### config.mk
export PLATFORM = sky130hd
export DESIGN_NAME = fetch_ctrl
export DESIGN_NICKNAME = d
export VERILOG_FILES = /design/src/rtl/fetch_ctrl_pkg.sv /design/src/rtl/fetch_buf.sv /design/src/rtl/fetch_ctrl.sv
export SDC_FILE = /design/constraint.sdc
export NUM_CORES = 1
export LEC_CHECK = 0
export ABC_AREA = 1
export CAP_MARGIN = 40
export CORE_MARGIN = 3
export CORE_UTILIZATION = 53
export DETAILED_ROUTE_END_ITERATION = 16
export PLACE_DENSITY = 0.8
export SETUP_SLACK_MARGIN = 0.3
export SLEW_MARGIN = 20
export SYNTH_ARGS = -nofsm -noshare
export SYNTH_HDL_FRONTEND = slang
export SYNTH_SLANG_ARGS = --single-unit
### constraint.sdc
create_clock -name clk -period 1.9 [get_ports clk]
set_input_delay 0.285 -clock clk [delete_from_list [all_inputs] [get_ports clk]]
set_output_delay 0.285 -clock clk [all_outputs]
set_load 0.05 [all_outputs]
### src/rtl/fetch_ctrl_pkg.sv
// Shared definitions for the OpenMIPS instruction fetch controller: widths, reset PC,
// FSM state encodings and the buffered {pc, inst} entry type.
package fetch_ctrl_pkg;

    localparam int XLEN = 32;
    localparam logic [XLEN-1:0] DEFAULT_RESET_PC = 32'h0000_0000;
    localparam logic [XLEN-1:0] ZERO_WORD        = 32'h0000_0000;
    localparam logic [XLEN-1:0] PC_STEP          = 32'h0000_0004;

    typedef enum logic [1:0] {
        ST_IDLE  = 2'b00,
        ST_REQ   = 2'b01,
        ST_WAIT  = 2'b10,
        ST_DRAIN = 2'b11
    } fetch_state_t;

    typedef struct packed {
        logic [XLEN-1:0] pc;
        logic [XLEN-1:0] inst;
    } fetch_entry_t;

    function automatic logic [XLEN-1:0] next_pc(input logic [XLEN-1:0] pc);
        return pc + PC_STEP;
    endfunction

endpackage

### src/rtl/fetch_buf.sv
// Synchronous FIFO of fetched {pc, inst} entries. Flush dominates push and pop;
// push and pop in the same cycle on a full buffer are both honoured.
module fetch_buf
    import fetch_ctrl_pkg::*;
#(
    parameter int DEPTH = 2,
    localparam int PW = $clog2(DEPTH),
    localparam int CW = PW + 1
) (
    input  logic          clk,
    input  logic          rst_n,
    input  logic          push,
    input  logic          pop,
    input  logic          flush,
    input  fetch_entry_t  wdata,
    output fetch_entry_t  rdata,
    output logic          full,
    output logic          empty,
    output logic [CW-1:0] count
);

    localparam logic [PW-1:0] PTR_ONE = PW'(1);
    localparam logic [CW-1:0] CNT_ONE = CW'(1);

    fetch_entry_t  mem_r [DEPTH];
    logic [PW-1:0] wr_ptr_r;
    logic [PW-1:0] rd_ptr_r;
    logic [CW-1:0] count_r;
    logic          do_push_s;
    logic          do_pop_s;

    assign full      = (count_r == CW'(DEPTH));
    assign empty     = (count_r == {CW{1'b0}});
    assign count     = count_r;
    assign rdata     = mem_r[rd_ptr_r];
    assign do_pop_s  = pop & ~flush & ~empty;
    assign do_push_s = push & ~flush & (~full | do_pop_s);

    // Pointer, occupancy and storage update.
    always_ff @(posedge clk or negedge rst_n) begin
        if (!rst_n) begin
            wr_ptr_r <= {PW{1'b0}};
            rd_ptr_r <= {PW{1'b0}};
            count_r  <= {CW{1'b0}};
            for (int i = 0; i < DEPTH; i++) begin
                mem_r[i] <= '0;
            end
        end else if (flush) begin
            wr_ptr_r <= {PW{1'b0}};
            rd_ptr_r <= {PW{1'b0}};
            count_r  <= {CW{1'b0}};
        end else begin
            if (do_push_s) begin
                mem_r[wr_ptr_r] <= wdata;
                wr_ptr_r        <= wr_ptr_r + PTR_ONE;
            end
            if (do_pop_s) begin
                rd_ptr_r <= rd_ptr_r + PTR_ONE;
            end
            case ({do_push_s, do_pop_s})
                2'b10:   count_r <= count_r + CNT_ONE;
                2'b01:   count_r <= count_r - CNT_ONE;
                default: count_r <= count_r;
            endcase
        end
    end

endmodule

### src/rtl/fetch_ctrl.sv
// IF-stage fetch sequencer: PC register, req/gnt/rvalid ROM handshake FSM and instruction buffer.
// Optional FETCH_CTRL_PERF_EN adds saturating fetch/stall performance counters.
module fetch_ctrl
    import fetch_ctrl_pkg::*;
#(
    parameter logic [XLEN-1:0] RESET_PC  = DEFAULT_RESET_PC,
    parameter int              BUF_DEPTH = 2
) (
    input  logic            clk,
    input  logic            rst,
    input  logic            stall_i,
    input  logic            branch_flag_i,
    input  logic [XLEN-1:0] branch_target_i,
    output logic            mem_req_o,
    output logic [XLEN-1:0] mem_addr_o,
    input  logic            mem_gnt_i,
    input  logic            mem_rvalid_i,
    input  logic [XLEN-1:0] mem_rdata_i,
    output logic            inst_valid_o,
    output logic [XLEN-1:0] inst_o,
    output logic [XLEN-1:0] pc_o
`ifdef FETCH_CTRL_PERF_EN
    ,
    output logic [31:0]     perf_fetch_cnt_o,
    output logic [31:0]     perf_stall_cnt_o
`endif
);

    localparam int CNT_W = $clog2(BUF_DEPTH) + 1;

    fetch_state_t    state_r, state_s;
    logic [XLEN-1:0] pc_r, pc_s;
    logic [XLEN-1:0] req_pc_r, req_pc_s;
    logic            outstanding_s;
    logic            room_s;
    logic            grant_s;
    logic            push_s;
    logic            pop_s;
    logic            full_s;
    logic            empty_s;
    logic [CNT_W-1:0] count_s;
    fetch_entry_t    wdata_s;
    fetch_entry_t    head_s;

    // Space is reserved for the in-flight word so a response can always be buffered.
    assign outstanding_s = (state_r == ST_WAIT) || (state_r == ST_DRAIN);
    assign room_s        = ~full_s && ((count_s + CNT_W'(outstanding_s)) < CNT_W'(BUF_DEPTH));
    assign mem_req_o     = (state_r == ST_REQ) && room_s;
    assign mem_addr_o    = pc_r;
    assign grant_s       = mem_req_o & mem_gnt_i & ~branch_flag_i;
    assign pop_s         = inst_valid_o & ~stall_i;
    assign wdata_s       = '{pc: req_pc_r, inst: mem_rdata_i};
    assign inst_valid_o  = ~empty_s;
    assign inst_o        = head_s.inst;
    assign pc_o          = head_s.pc;

    // State, PC and address-of-request registers.
    always_ff @(posedge clk or negedge rst) begin
        if (!rst) begin
            state_r  <= ST_IDLE;
            pc_r     <= RESET_PC;
            req_pc_r <= ZERO_WORD;
        end else begin
            state_r  <= state_s;
            pc_r     <= pc_s;
            req_pc_r <= req_pc_s;
        end
    end

    // Next-state logic; a redirect always beats a grant or a returning word.
    always_comb begin
        state_s  = state_r;
        pc_s     = pc_r;
        req_pc_s = req_pc_r;
        push_s   = 1'b0;
        case (state_r)
            ST_IDLE: begin
                state_s = ST_REQ;
                if (branch_flag_i) pc_s = branch_target_i;
                else               pc_s = pc_r;
            end
            ST_REQ: begin
                if (branch_flag_i) begin
                    pc_s = branch_target_i;
                end else if (grant_s) begin
                    req_pc_s = pc_r;
                    pc_s     = next_pc(pc_r);
                    state_s  = ST_WAIT;
                end else begin
                    state_s = ST_REQ;
                end
            end
            ST_WAIT: begin
                if (branch_flag_i) begin
                    pc_s    = branch_target_i;
                    state_s = mem_rvalid_i ? ST_REQ : ST_DRAIN;
                end else if (mem_rvalid_i) begin
                    push_s  = 1'b1;
                    state_s = ST_REQ;
                end else begin
                    state_s = ST_WAIT;
                end
            end
            ST_DRAIN: begin
                if (branch_flag_i) pc_s = branch_target_i;
                else               pc_s = pc_r;
                if (mem_rvalid_i)  state_s = ST_REQ;
                else               state_s = ST_DRAIN;
            end
            default: begin
                state_s = ST_IDLE;
            end
        endcase
    end

    fetch_buf #(
        .DEPTH (BUF_DEPTH)
    ) u_buf (
        .clk   (clk),
        .rst_n (rst),
        .push  (push_s),
        .pop   (pop_s),
        .flush (branch_flag_i),
        .wdata (wdata_s),
        .rdata (head_s),
        .full  (full_s),
        .empty (empty_s),
        .count (count_s)
    );

`ifdef FETCH_CTRL_PERF_EN
    logic [31:0] perf_fetch_r;
    logic [31:0] perf_stall_r;

    // Saturating counters of accepted requests and stalled valid cycles.
    always_ff @(posedge clk or negedge rst) begin
        if (!rst) begin
            perf_fetch_r <= 32'h0000_0000;
            perf_stall_r <= 32'h0000_0000;
        end else begin
            if (grant_s && (perf_fetch_r != 32'hFFFF_FFFF)) perf_fetch_r <= perf_fetch_r + 32'h0000_0001;
            else                                            perf_fetch_r <= perf_fetch_r;
            if (inst_valid_o && stall_i && (perf_stall_r != 32'hFFFF_FFFF)) perf_stall_r <= perf_stall_r + 32'h0000_0001;
            else                                                             perf_stall_r <= perf_stall_r;
        end
    end

    assign perf_fetch_cnt_o = perf_fetch_r;
    assign perf_stall_cnt_o = perf_stall_r;
`endif

endmodule

==> results of run 1 <==
repair_timing:
item	4_1_cts	5_1_grt
resized for setup	80	282
cloned	1	31
hold buffers	1	0
endpoints found under the setup margin	83	221
buffers inserted	2	18
pin swaps	1	45
endpoints found under the hold margin	53	0
Yosys cell counts:
master	count	area, sq um
sky130_fd_sc_hd__nor2_1	57	214
sky130_fd_sc_hd__nor2_2	2	12.5
sky130_fd_sc_hd__clkinv_1	2	7.51
sky130_fd_sc_hd__buf_6	8	90.1
sky130_fd_sc_hd__o21ai_0	160	801
sky130_fd_sc_hd__nand3_1	43	215
sky130_fd_sc_hd__o21ai_2	1	8.76
sky130_fd_sc_hd__buf_1	1	3.75
sky130_fd_sc_hd__or2_2	12	75.1
sky130_fd_sc_hd__nor3_4	1	16.3
sky130_fd_sc_hd__nand2_2	3	18.8
sky130_fd_sc_hd__nand3b_1	2	15.0
sky130_fd_sc_hd__a21oi_1	17	85.1
sky130_fd_sc_hd__nand2_1	417	1570
sky130_fd_sc_hd__clkbuf_1	18	67.6
sky130_fd_sc_hd__ha_1	1	12.5
sky130_fd_sc_hd__inv_2	1	3.75
sky130_fd_sc_hd__inv_1	138	518
sky130_fd_sc_hd__xor2_1	2	17.5
sky130_fd_sc_hd__buf_4	17	128
sky130_fd_sc_hd__o21ai_1	73	365
sky130_fd_sc_hd__buf_2	20	100
sky130_fd_sc_hd__nor2_4	2	22.5
sky130_fd_sc_hd__o41ai_1	1	8.76
sky130_fd_sc_hd__a31oi_1	2	12.5
sky130_fd_sc_hd__dfrtp_1	198	4950
sky130_fd_sc_hd__nand4_1	2	12.5
sky130_fd_sc_hd__o21a_1	28	210
metrics by stage:
stage                     setup TNS (ns)  hold slack, ns  power, W  util, %  setup slack, ns
after floorplan                        0         -0.0106    0.0130        -            0.107
after global placement                 0           0.311    0.0182     70.9          0.00797
after detailed placement          -0.548           0.314    0.0184     70.9          -0.0408
after CTS                         -0.909           0.388    0.0222     75.7          -0.0361
after global routing               -4.30           0.413    0.0248     85.4           -0.118
final                              -1.77           0.392    0.0239     85.4          -0.0750
area by class of cell:
class | instances | share of cell area, %
repair buffers | 257 | 25.1
well taps | 225 | 1.89
multi-input cells | 826 | 32.3
clock buffers | 21 | 3.02
clock inverters | 11 | 0.536
flip-flops and latches | 198 | 33.4
inverters | 141 | 3.70
worst min-delay path: stages:
cell and delay (ns):
sky130_fd_sc_hd__clkdlybuf4s50_1 0.40, sky130_fd_sc_hd__nand2_1 0.07, sky130_fd_sc_hd__nand2_1 0.05
report_power, final:
group | leakage, nW | internal (W) | switching (W)
clock network | 0.249 | 0.00171 | 0.00168
logic | 4.41 | 0.00568 | 0.00810
registers | 2.41 | 0.00557 | 0.00121
total | 7.07 | 0.0130 | 0.0110
flip-flops by register name, summed over array words and instances, names as in the netlist:
| register | count |
|---|---|
| mem_addr_o | 32 |
| state_r | 2 |
| u_buf.mem_r | 128 |
| u_buf.wr_ptr_r | 1 |
| u_buf.rd_ptr_r | 1 |
| req_pc_r | 32 |
| u_buf.count | 2 |
metal layers:
metal  up-vias  GRT usage [%]  share of wire [%]  routed length, microns
met5         -              0                  0                       0
met4         0           8.21                4.9                    1710
met3       146           3.82                9.7                    3350
met2       694           41.9                 50                   17100
met1      4743           36.3                 36                   12400
li1       4339              -                  -                       -
kinds of logic after synthesis:
group | count (synthesis) | share of synthesized area, %
DFF | 198 | 51.8
AOI/OAI and AO/OA | 282 | 15.6
buffers and inverters | 205 | 9.60
adders and majority gates | 1 | 0.131
xor gates and xnor gates | 2 | 0.183
and+or+nand+nor | 541 | 22.7
how the worst min path moves through the flow:
stage / startpoint / to / slack [ns] / depth (start not counted)
2_1_floorplan: rst / mem_addr_o[0] / -0.01 / 0
5_1_grt: branch_target_i[1] / mem_addr_o[1] / 0.41 / 3
3_5_place_dp: rst / u_buf.mem_r[23] / 0.31 / 1
6_report: branch_target_i[1] / mem_addr_o[1] / 0.39 / 3
4_1_cts: branch_target_i[1] / mem_addr_o[1] / 0.39 / 3
3_3_place_gp: rst / u_buf.mem_r[90] / 0.31 / 1
==> impl_results.html, run 1 <==
<table>
<tr><th>Metric</th><th>Value</th></tr>
<tr><th colspan="2">GRT</th></tr>
<tr><td>Antenna violations before repair</td><td>0</td></tr>
<tr><td>Maximum number of pins on one net before global-route repair</td><td>59</td></tr>
<tr><td>Via count of the first global-routing pass</td><td>8404</td></tr>
<tr><td>Wire length of the first global-routing pass</td><td>41.7 mm</td></tr>
<tr><td>Global route total overflow</td><td>0</td></tr>
<tr><td>Total global-route track usage</td><td>25.8%</td></tr>
<tr><th colspan="2">Floorplanning</th></tr>
<tr><td>Core Area</td><td>0.0175 sq mm</td></tr>
<tr><td>Chip Width</td><td>140 microns</td></tr>
<tr><td>Starting utilization of the core area</td><td>54.7%</td></tr>
<tr><td>Total I/O pin count</td><td>168</td></tr>
<tr><td>DIE AREA</td><td>0.0197 sq mm</td></tr>
<tr><td>Die height</td><td>140 microns</td></tr>
<tr><td>Number of placement rows</td><td>48</td></tr>
<tr><th colspan="2">Critical path</th></tr>
<tr><td>Worst r2r dst</td><td>u_buf.mem_r[79]</td></tr>
<tr><td>List of cells traversed by the critical path</td><td>buf_12 -&gt; nand2_1 -&gt; o21ai_2 -&gt; buf_12</td></tr>
<tr><td>RR Startpoint</td><td>state_r[1]</td></tr>
<tr><td>Worst Setup Start Kind</td><td>flop</td></tr>
<tr><td>Crit path buffers/inverters</td><td>2</td></tr>
<tr><td>Number of cells on the worst reg-to-reg path</td><td>9</td></tr>
<tr><td>Cell repeated most along the worst path</td><td>sky130_fd_sc_hd__buf_12</td></tr>
<tr><td>Data arrival time of the critical path</td><td>1.69 ns</td></tr>
<tr><td>Highest net fanout along the worst path</td><td>29</td></tr>
<tr><td>Worst reg-to-reg setup slack</td><td>0.03 ns</td></tr>
<tr><td>Critical path start-end classification</td><td>reg -&gt; out</td></tr>
<tr><td>Timing startpoint of the critical path</td><td>u_buf.rd_ptr_r</td></tr>
<tr><td>Depth of the critical timing path with buffers and inverters included</td><td>4</td></tr>
<tr><td>Top cell family by delay on the critical path</td><td>flip-flops</td></tr>
<tr><td>Critical Path Sink</td><td>pc_o[18]</td></tr>
<tr><td>CP endpoint kind</td><td>output port</td></tr>
<tr><td>Delay of the slowest critical-path stage</td><td>0.55 ns</td></tr>
<tr><td>Required time reported for the critical path endpoint</td><td>1.62 ns</td></tr>
<tr><td>Cell at the slowest stage of the critical path</td><td>sky130_fd_sc_hd__dfrtp_4</td></tr>
<tr><th colspan="2">Final layout</th></tr>
<tr><td>Most common cell after layout, fill and taps aside</td><td>sky130_fd_sc_hd__nand2_1</td></tr>
<tr><td>Layout Cells excl Fill</td><td>1679</td></tr>
<tr><td>Commonest cells after routing, fill and taps aside</td><td>sky130_fd_sc_hd__nand2_1, sky130_fd_sc_hd__dfrtp_1, sky130_fd_sc_hd__inv_1</td></tr>
<tr><td>Antenna diode instance count</td><td>0</td></tr>
<tr><td>Post-route cell area</td><td>0.0149 sq mm</td></tr>
<tr><td>Register cell area after layout</td><td>0.00498 sq mm</td></tr>
<tr><td>Final net count</td><td>1512</td></tr>
<tr><td>Synth-to-Final Area Change</td><td>56.1%</td></tr>
<tr><td>Fill cell total of the finished layout</td><td>797</td></tr>
<tr><td>Layout cells sized above 1</td><td>33.8%</td></tr>
<tr><td>Area of the multi-input gates</td><td>0.00483 sq mm</td></tr>
<tr><th colspan="2">Synth</th></tr>
<tr><td>Syn Std Cell Area</td><td>0.00956 sq mm</td></tr>
<tr><td>Post-synthesis sequential area ratio</td><td>51.8%</td></tr>
<tr><td>Ys Warns</td><td>0</td></tr>
<tr><td>Post-synthesis average cell area</td><td>7.78 sq um</td></tr>
<tr><td>Syn Inst Count</td><td>1229</td></tr>
<tr><td>Count of state elements after synthesis</td><td>198</td></tr>
<tr><td>Number of distinct library cells after synthesis</td><td>28</td></tr>
<tr><td>Net count after synthesis</td><td>1300</td></tr>
<tr><th colspan="2">Pwr</th></tr>
<tr><td>Power per Cell Area</td><td>1600 mW/mm^2</td></tr>
<tr><td>LEAKAGE</td><td>7.07 nW</td></tr>
<tr><td>Max VDD drop</td><td>1.15 mV</td></tr>
<tr><th colspan="2">Clock network</th></tr>
<tr><td>Root Driver</td><td>sky130_fd_sc_hd__clkbuf_16</td></tr>
<tr><td>CTS tree</td><td>done</td></tr>
<tr><td>CTS Buf Count</td><td>17</td></tr>
<tr><td>Number of sinks driven by the clock tree</td><td>198</td></tr>
<tr><td>Largest buffer count on any clock path</td><td>2</td></tr>
<tr><td>Worst skew pair latency</td><td>0.44 ns</td></tr>
<tr><td>Clk slew on worst S/H paths</td><td>0.07 ns</td></tr>
<tr><td>Number of levels in the clock H-tree</td><td>4</td></tr>
<tr><th colspan="2">Placement</th></tr>
<tr><td>Number of port buffers</td><td>167</td></tr>
<tr><td>Half-perimeter wire length after placement</td><td>17.3 mm</td></tr>
<tr><td>Placed insts</td><td>1594</td></tr>
<tr><td>Post-placement cell area</td><td>0.0124 sq mm</td></tr>
<tr><td>GPL Wtd Cong</td><td>0.869</td></tr>
<tr><th colspan="2">Routing</th></tr>
<tr><td>Vias post-DR</td><td>9922</td></tr>
<tr><td>Routed wire per std cell</td><td>20.6 microns</td></tr>
<tr><td>Violation count after the first detailed-route iteration</td><td>1028</td></tr>
<tr><td>Average vias per placed instance</td><td>5.91</td></tr>
<tr><td>Remaining design rule violation count</td><td>0</td></tr>
<tr><td>Drt pass-1 iters</td><td>6</td></tr>
<tr><td>Antenna Nets Post-Route</td><td>0</td></tr>
<tr><td>Total detailed-routing wirelength</td><td>34.5 mm</td></tr>
<tr><th colspan="2">Timing</th></tr>
<tr><td>Setup repair after global routing missed its margin</td><td>yes</td></tr>
<tr><td>Minimum period implied by the final worst setup slack</td><td>1.98 ns</td></tr>
<tr><td>Worst Slack Setup Final</td><td>-0.0750 ns</td></tr>
<tr><td>Share of the cycle needed by the critical path after routing</td><td>104%</td></tr>
<tr><td>Post-Route Skew</td><td>0.0111 ns</td></tr>
<tr><td>Slew HR</td><td>64.5%</td></tr>
<tr><td>Final max-slew violation count</td><td>0</td></tr>
<tr><td>Number of hold-slack violations in the final timing report</td><td>0</td></tr>
<tr><td>Final setup vio count</td><td>58</td></tr>
<tr><td>FMAX</td><td>506 MHz</td></tr>
<tr><td>Pin slew with the least headroom to its limit</td><td>0.533 ns</td></tr>
<tr><th colspan="2">Status</th></tr>
<tr><td>Violated checks</td><td>negative setup slack</td></tr>
<tr><td>Run status</td><td>finished with violations</td></tr>
<tr><th colspan="2">Worst hold path</th></tr>
<tr><td>Type of the most critical hold path</td><td>in -&gt; reg</td></tr>
<tr><th colspan="2">Run</th></tr>
<tr><td>Number of maximum-capacitance constraint violations</td><td>0</td></tr>
</table>
Power figures use the tool's default switching activity.
==> run 2, diff against run 1 <==
--- a/config.mk
+++ b/config.mk
@@ -6,6 +6,7 @@
 export NUM_CORES = 1
 export LEC_CHECK = 0
 export ABC_AREA = 1
+export ABC_CLOCK_PERIOD_IN_PS = 1900
 export CAP_MARGIN = 40
 export CORE_MARGIN = 3
 export CORE_UTILIZATION = 53
==> results of run 2 <==
Final layout, timing and power as in run 1 (identical DEF).
